**src/rtl/puf_batch_driver_if.sv**
```systemverilog
// ---------------------------------------------------------------------------
// puf_batch_driver_if
// Challenge/response handshake between the batch driver and the PUF mapping
// block.
//   trigger    one-cycle request from the driver
//   challenge  challenge word, stable while trigger is high
//   pufDone    one-cycle completion pulse from the mapping block
//   pufData    response word, valid while pufDone is high
// Modports: master = batch driver, slave = mapping block.
// ---------------------------------------------------------------------------
interface puf_batch_driver_if #(
  parameter int IN_WIDTH  = 128,
  parameter int OUT_WIDTH = 16
);
  logic                 trigger;
  logic [IN_WIDTH-1:0]  challenge;
  logic                 pufDone;
  logic [OUT_WIDTH-1:0] pufData;

  modport master (
    output trigger,
    output challenge,
    input  pufDone,
    input  pufData
  );

  modport slave (
    input  trigger,
    input  challenge,
    output pufDone,
    output pufData
  );
endinterface

```
**src/rtl/puf_batch_driver.sv**
```systemverilog
// ---------------------------------------------------------------------------
// puf_batch_driver
// Host-side initiator for the PUF mapping stage. A host start pulse launches
// a batch of consecutive challenges (seed, seed+1, ...); each response is
// stored in a response RAM that the host reads back by address.
// Ports:
//   clk, reset     single rising-edge clock, async active-high reset
//   start          host pulse beginning a batch (ignored while busy)
//   seed           first challenge, sampled on the accepted start
//   numChallenges  batch length 0..2^DEPTH_LOG2, saturated above that
//   puf            master side of the trigger/challenge/pufDone/pufData link
//   rdAddr/rdData  host read port, one cycle of read latency
//   busy           high from the accepted start until batchDone
//   batchDone      one-cycle pulse when a batch ends (normal/empty/aborted)
//   timeoutErr     sticky, set on a response timeout, cleared by next start
//   count          responses stored in the current or last batch
// ---------------------------------------------------------------------------
module puf_batch_driver #(
  parameter int IN_WIDTH   = 128,
  parameter int OUT_WIDTH  = 16,
  parameter int DEPTH_LOG2 = 6,
  parameter int TIMEOUT    = 64
) (
  input  logic                  clk,
  input  logic                  reset,
  input  logic                  start,
  input  logic [IN_WIDTH-1:0]   seed,
  input  logic [DEPTH_LOG2:0]   numChallenges,
  puf_batch_driver_if.master    puf,
  input  logic [DEPTH_LOG2-1:0] rdAddr,
  output logic [OUT_WIDTH-1:0]  rdData,
  output logic                  busy,
  output logic                  batchDone,
  output logic                  timeoutErr,
  output logic [DEPTH_LOG2:0]   count
);

  localparam int CW    = DEPTH_LOG2 + 1;
  localparam int DEPTH = 2 ** DEPTH_LOG2;
  localparam int TW    = (TIMEOUT > 2) ? $clog2(TIMEOUT) : 1;

  localparam logic [CW-1:0] MAX_N  = CW'(DEPTH);
  // WAIT gives up once the counter would reach TIMEOUT-1, i.e. in the
  // cycle where it still holds TIMEOUT-2.
  localparam logic [TW-1:0] T_LAST = TW'(TIMEOUT - 2);

  localparam logic [2:0] S_IDLE   = 3'd0;
  localparam logic [2:0] S_ISSUE  = 3'd1;
  localparam logic [2:0] S_WAIT   = 3'd2;
  localparam logic [2:0] S_STORE  = 3'd3;
  localparam logic [2:0] S_FINISH = 3'd4;

  logic [2:0]           state_q, state_d;
  logic [IN_WIDTH-1:0]  challenge_q, challenge_d;
  logic [CW-1:0]        remain_q, remain_d;
  logic [CW-1:0]        count_q, count_d;
  logic                 timeoutErr_q, timeoutErr_d;
  logic [OUT_WIDTH-1:0] resp_q, resp_d;
  logic [OUT_WIDTH-1:0] rdData_q, rdData_d;
  logic [TW-1:0]        tcnt_q, tcnt_d;
  logic                 ram_we;
  logic [CW-1:0]        n_sat;

  logic [OUT_WIDTH-1:0] ram [0:DEPTH-1];

  assign n_sat = (numChallenges > MAX_N) ? MAX_N : numChallenges;

  assign puf.trigger   = (state_q == S_ISSUE);
  assign puf.challenge = challenge_q;
  assign busy          = (state_q != S_IDLE);
  assign batchDone     = (state_q == S_FINISH);
  assign timeoutErr    = timeoutErr_q;
  assign count         = count_q;
  assign rdData        = rdData_q;

  // Batch sequencer. A response arriving in the last timeout cycle takes
  // priority over the timeout abort.
  always_comb begin
    state_d      = state_q;
    challenge_d  = challenge_q;
    remain_d     = remain_q;
    count_d      = count_q;
    timeoutErr_d = timeoutErr_q;
    resp_d       = resp_q;
    tcnt_d       = tcnt_q;
    ram_we       = 1'b0;
    case (state_q)
      S_IDLE: begin
        if (start) begin
          challenge_d  = seed;
          remain_d     = n_sat;
          count_d      = '0;
          timeoutErr_d = 1'b0;
          state_d      = (n_sat == '0) ? S_FINISH : S_ISSUE;
        end
      end
      S_ISSUE: begin
        tcnt_d  = '0;
        state_d = S_WAIT;
      end
      S_WAIT: begin
        tcnt_d = tcnt_q + TW'(1);
        if (puf.pufDone) begin
          resp_d  = puf.pufData;
          state_d = S_STORE;
        end else if (tcnt_q == T_LAST) begin
          timeoutErr_d = 1'b1;
          state_d      = S_FINISH;
        end
      end
      S_STORE: begin
        ram_we      = 1'b1;
        count_d     = count_q + CW'(1);
        remain_d    = remain_q - CW'(1);
        challenge_d = challenge_q + IN_WIDTH'(1);
        state_d     = (remain_q == CW'(1)) ? S_FINISH : S_ISSUE;
      end
      S_FINISH: begin
        state_d = S_IDLE;
      end
      default: begin
        state_d = S_IDLE;
      end
    endcase
  end

  // Host read port reads every cycle; a same-cycle write shows up next read.
  always_comb begin
    rdData_d = ram[rdAddr];
  end

  always_ff @(posedge clk or posedge reset) begin
    if (reset) begin
      state_q      <= S_IDLE;
      challenge_q  <= '0;
      remain_q     <= '0;
      count_q      <= '0;
      timeoutErr_q <= 1'b0;
      resp_q       <= '0;
      rdData_q     <= '0;
      tcnt_q       <= '0;
    end else begin
      state_q      <= state_d;
      challenge_q  <= challenge_d;
      remain_q     <= remain_d;
      count_q      <= count_d;
      timeoutErr_q <= timeoutErr_d;
      resp_q       <= resp_d;
      rdData_q     <= rdData_d;
      tcnt_q       <= tcnt_d;
    end
  end

  // Response RAM keeps its contents across reset.
  always_ff @(posedge clk) begin
    if (ram_we) begin
      ram[count_q[DEPTH_LOG2-1:0]] <= resp_q;
    end
  end

endmodule
```
**src/flat_wrapper.sv**
```systemverilog
// flat-port wrapper written by rule: the top's interface ports become plain ports
module puf_batch_driver_flat 
#(
  parameter int IN_WIDTH   = 128,
  parameter int OUT_WIDTH  = 16,
  parameter int DEPTH_LOG2 = 6,
  parameter int TIMEOUT    = 64
)
  (clk, reset, start, seed, numChallenges, rdAddr, rdData, busy, batchDone, timeoutErr, count, puf_trigger, puf_challenge, puf_pufDone, puf_pufData);
  puf_batch_driver_if #(.IN_WIDTH(IN_WIDTH), .OUT_WIDTH(OUT_WIDTH)) puf_i ();
  input  logic clk;
  input  logic reset;
  input  logic start;
  input  logic [IN_WIDTH-1:0] seed;
  input  logic [DEPTH_LOG2:0] numChallenges;
  input  logic [DEPTH_LOG2-1:0] rdAddr;
  output logic [OUT_WIDTH-1:0] rdData;
  output logic busy;
  output logic batchDone;
  output logic timeoutErr;
  output logic [DEPTH_LOG2:0] count;
  output wire logic [$bits(puf_i.trigger)-1:0] puf_trigger;
  output wire logic [$bits(puf_i.challenge)-1:0] puf_challenge;
  input wire logic [$bits(puf_i.pufDone)-1:0] puf_pufDone;
  input wire logic [$bits(puf_i.pufData)-1:0] puf_pufData;
  assign puf_trigger = puf_i.trigger;
  assign puf_challenge = puf_i.challenge;
  assign puf_i.pufDone = puf_pufDone;
  assign puf_i.pufData = puf_pufData;
  puf_batch_driver #(.IN_WIDTH(IN_WIDTH), .OUT_WIDTH(OUT_WIDTH), .DEPTH_LOG2(DEPTH_LOG2), .TIMEOUT(TIMEOUT)) u_core (.clk(clk), .reset(reset), .start(start), .seed(seed), .numChallenges(numChallenges), .puf(puf_i), .rdAddr(rdAddr), .rdData(rdData), .busy(busy), .batchDone(batchDone), .timeoutErr(timeoutErr), .count(count));
endmodule
```
**config.mk**
```make
export PLATFORM = sky130hd
export DESIGN_NAME = puf_batch_driver_flat
export DESIGN_NICKNAME = d
export VERILOG_FILES = /design/src/rtl/puf_batch_driver_if.sv /design/src/rtl/puf_batch_driver.sv /design/src/flat_wrapper.sv
export SDC_FILE = /design/constraint.sdc
export NUM_CORES = 1
export LEC_CHECK = 0
export CAP_MARGIN = 20
export CORE_AREA = 2 2 338 340
export CTS_BUF_LIST = sky130_fd_sc_hd__clkbuf_4
export DETAILED_ROUTE_END_ITERATION = 12
export DIE_AREA = 0 0 340 342
export PLACE_DENSITY = 0.63
export SETUP_SLACK_MARGIN = 0.3
export SYNTH_ARGS = -nofsm -noshare
export SYNTH_HDL_FRONTEND = slang
export SYNTH_SLANG_ARGS = --single-unit
```
**constraint.sdc**
```tcl
create_clock -name clk -period 15.35 [get_ports clk]
set_input_delay 2.3025 -clock clk [delete_from_list [all_inputs] [get_ports clk]]
set_output_delay 2.3025 -clock clk [all_outputs]
set_load 0.005 [all_outputs]
```
== Word-level counts from Yosys, hierarchy flattened ==
Memories as Yosys holds them, arrays and structs flattened. A register that Yosys moved wholly into a read port is not among the register bits.
Index checks and enable logic that the tools add are counted.

* Memories: 1
* Bits in writable memories: 1024
* Word-level logic and storage cells: 54
* Register bits: 168
* Output and inout bits: 155
* Input bits: 161

{| class="wikitable"
|+ Memories
! memory !! words !! width !! read ports !! clocked after memory_dff !! write ports !! line !! source
|-
| u_core.ram || 64 || 16 || 1 || 1 || 1 || puf_batch_driver.sv:64 || <nowiki>logic [OUT_WIDTH-1:0] ram [0:DEPTH-1];</nowiki>
|}

* Muxes and demuxes: 21
* $add $sub $neg: 4
* Reductions and logical operators: 10
* Equality and inequality tests: 10
* Magnitude comparators: 1

{| class="wikitable"
|+ Operator list
! cell !! number
|-
| $pmux W128 S2 || 1
|-
| $add A128 B1 Y128 const B || 1
|-
| $mux W128 || 1
|-
| $pmux W7 S2 || 2
|-
| $mux W7 || 3
|-
| $mux W3 || 5
|-
| $pmux W3 S4 || 1
|-
| $pmux W6 S2 || 1
|-
| $add A7 B1 Y7 const B || 1
|-
| $eq A7 B1 Y1 const B || 1
|-
| $gt A7 B7 Y1 const B || 1
|-
| $logic_not A7 Y1 || 1
|-
| $sub A7 B1 Y7 const B || 1
|-
| $add A6 B1 Y6 const B || 1
|-
| $eq A3 B2 Y1 const B || 2
|-
| $eq A6 B6 Y1 const B || 1
|-
| $mux W1 || 6
|-
| $reduce_and A2 Y1 || 3
|-
| $reduce_bool A2 Y1 || 3
|-
| $ne A2 B2 Y1 const B || 2
|-
| $reduce_and A4 Y1 || 1
|-
| $eq A3 B1 Y1 const B || 1
|-
| $eq A3 B3 Y1 const B || 1
|-
| $logic_not A3 Y1 || 1
|-
| other kinds (4) || 4
|}

== Longest topological paths before layout ==
* Word-level depth: 6
* Depth in mapped cells: 10
* Gate-level depth less buffers: 8

== Least setup slack after synthesis ==
OpenSTA, ideal clock, no wires.

* Path kind: input to register
* Start: input rdAddr[0]
* End: register u_core.rdData_q[5] (netlist: u_core.rdData[5]), read port of u_core.ram
* Setup time: 136 ps
* Path buffers: 3
* Arrival time: 4677 ps
* Cell stages on the path: 8
* Setup slack: 10537 ps
* Required time: 15214 ps
* Cell sequence: clkbuf_1 buf_1 clkbuf_1 mux4_2 a22oi_1 a21oi_1 a31oi_1 o21ai_0

{| class="wikitable"
|+ RTL lines
! element !! line !! source
|-
| from (decl) || flat_wrapper.sv:16 || <nowiki>input logic [DEPTH_LOG2-1:0] rdAddr;</nowiki>
|-
| to (decl) || puf_batch_driver.sv:59 || <nowiki>logic [OUT_WIDTH-1:0] rdData_q, rdData_d;</nowiki>
|}

==> impl_results.md <==
* Clock sink count at 1208
* Final setup skew at 0.1255 ns
* First-pass GRT wire length at 222500 um
* Setup ws final at 10.41 ns
* Area leader, netlist: edfxtp_1
* Share of cells above drive strength 1 at 0.2299
* Post_cts resized at 0
* RSZ-0062 raised after global routing: no
* Via count at 33490
* Hold_buf cts at 0
* Routed Wire Length at 152300 um
* Initial Util at 0.4442
* HP Class: flop to flop
* Max_cap viols at 0
* Critical Path AT at 5.85 ns
* Main synth FF type: edfxtp_1
* Routability cong. at 0.9527
* Top-level I/O count at 316
* Gr ovfl total at 0
* Per-cell routed wire length at 27.47 um
* Post-detail-place hpwl at 94490 um
* Clock transition at path regs at 0.07 ns
* Seq/Total Area, Yosys at 0.7037
* PortBufs at 315
* Distinct cells, synth at 73
* #FFs+latches synth at 1208
* Final setup TNS at 0 ns
* Worst-path fanout max at 54
* Syn Nets at 3398
* Skew-Pair Late Insertion Delay at 1.14 ns
* Hold Vio Cnt, Final at 0
* Flop2flop setup slack at 11.56 ns
* Die footprint at 116300 um^2
* Top post-synthesis cells by area: edfxtp_1 61%, dfrtp_1 9.2%, mux4_2 8.2%
* Die W at 340 um
* Peak supply drop at 0.09020 mV
* Core Area at 113100 um^2
* YS warnings at 0
* Largest net degree at the start of global routing at 120
* Synthesized area at 50240 um^2
* Post-synth top cells: 1024 x edfxtp_1, 241 x nand2_1, 231 x nor2_1, 184 x dfrtp_1, 184 x mux4_2
* Status: finished, final reports clean
* Slew margin rel. at 0.2089
* CP Class: primary input to flop
* Worst-margin pin slew at 1.176 ns
* Post-Syn Instances at 3231
* CP required at 16.26 ns
* Fmax at 0.2024 GHz
* CP Launch Type: primary input
* # DRC at 0
* Total GRT Usage at 0.2601
* Fin. max-slew vios at 0
* Leak at 20.03 nW
* DR pass1 iterations at 7
* Most numerous cell in the Yosys netlist: edfxtp_1
* Pwr dens at 156.6 nW/um^2
* Asr flop ratio synth at 0.1523
* CTS tree: done
* Post-CTS Setup Bufs at 0
* Num CTS Buffers at 330
* Htree depth at 5
* Antenna violations before repair at 12
* Vias/cell at 6.040
* Max clock buf depth at 4
* Filler cell count at 9319
* Final ANT Viol Nets at 0
* Pre-CTS setup slack at 9.174 ns
* Setup-failing EPs final at 0
* Root buffer cell: clkbuf_4
* Yosys top cell area share at 0.6121
* Fin crit share at 0.3219
* Number of synthesized flops with an enable pin at 1024
* Min Tclk post-route at 4.941 ns
* Worst setup EP type: flop
* 1st-iter DRT viols at 3724
* Syn_area_per_cell at 15.55 um^2
* DIE HEIGHT at 342 um
* Vias in the first global route at 33220
* FP Rows at 124
* P&R area growth vs syn at 18.77%
* Final net count at 3979
worst max-delay path: stages:
cell	delay, ns
buf_8	0.38
buf_4	0.65
buf_4	0.65
mux4_2	0.58
nand2_1	0.08
nand2_1	0.07
o22ai_1	0.19
nor4_1	0.09
a21oi_1	0.59
o31ai_1	0.18
per-layer routing:
layer  routed length (um)  track usage  up-vias
met5                   66            0        -
met4                 4845       0.1046       10
met3                14220      0.06075      297
met2                73050       0.4170     1944
met1                60160       0.3443    16880
li1                     -            -    14360
report_power, final:
group	internal (W)	leakage [nW]	switching, W	total [W]
clock network	0.00153	2.43	0.00128	0.00281
logic	0.000723	6.21	0.00111	0.00184
registers	0.00421	11.4	0.000487	0.00470
total	0.00646	20.0	0.00288	0.00935
layout make-up:
type / instances / area, um^2 / area share
clock inverter: 62 / 407.9 / 0.006836
sequential: 1208 / 35370 / 0.5929
multi-input combinational: 1819 / 14170 / 0.2375
antenna: 9 / 22.52 / 0.0003775
inverter: 21 / 86.33 / 0.001447
clock buffer: 482 / 3618 / 0.06065
timing repair buffer: 432 / 4096 / 0.06866
tap: 1512 / 1892 / 0.03171
stage by stage:
step           power, W  std cells  hold slack [ns]    util  instance area [um^2]
5_1_grt        0.009763       5541           0.5057  0.5274                 59660
4_1_cts        0.009386       5534           0.4854  0.5269                 59600
2_1_floorplan  0.005472       3231           0.4579       -                 50240
3_5_place_dp   0.006569       4990           0.4782  0.4913                 55570
3_3_place_gp   0.006534       4988           0.4713  0.4910                 55540
6_report       0.009345       5545           0.4835  0.5275                 59670
cells in the final DEF (no fill, tap or decap), types with 35 or more instances in the layout:
cell type,count
edfxtp_1,1024
clkbuf_4,482
clkdlybuf4s50_1,311
nand2_1,239
nor2_1,229
mux4_2,184
dfrtp_1,168
buf_4,113
nand3_1,110
o21ai_0,88
mux2i_1,78
nand4_1,76
a211oi_1,73
nor3_1,65
a21oi_1,57
mux2_2,57
o22ai_1,50
nor4_1,49
o211ai_1,49
nor2b_1,44
a22oi_1,40
clkinv_1,39
and3_1,35
sequential cells by signal (all words and copies together), names as in the netlist:
register	cells
u_core.remain_q	7
u_core.count	7
u_core.timeoutErr	1
u_core.tcnt_q	6
u_core.puf.challenge	128
u_core.state_q	3
u_core.resp_q	16
u_core.rdData	16
u_core.ram	1024
cells by family (layout without fill, tap and decap cells):
logic type | count (synthesis) | after routing | share of synthesized area
buf+inv | 204 | 997 | 0.01529
other cells | 0 | 9 | 0
compound gates | 503 | 503 | 0.06944
xor+xnor | 4 | 4 | 0.0006975
fa+ha+maj | 6 | 6 | 0.001494
mux | 319 | 319 | 0.1108
simple gates | 987 | 987 | 0.09855
flops | 1208 | 1208 | 0.7037
worst paths after layout:
kind                                           from                   endpoint  cells after the start
max                                       rdAddr[0]          u_core.rdData[11]                     10
min                                 u_core.count[6]            u_core.count[6]                      1
max reg2reg                u_core.puf.challenge[33]  u_core.puf.challenge[124]                      7
min reg2reg                         u_core.count[6]            u_core.count[6]                      1
max in group asynchronous                     reset            u_core.count[3]                      3
min in group asynchronous                     reset           u_core.rdData[0]                      2
No activity file was read; power rests on OpenSTA's default activity.
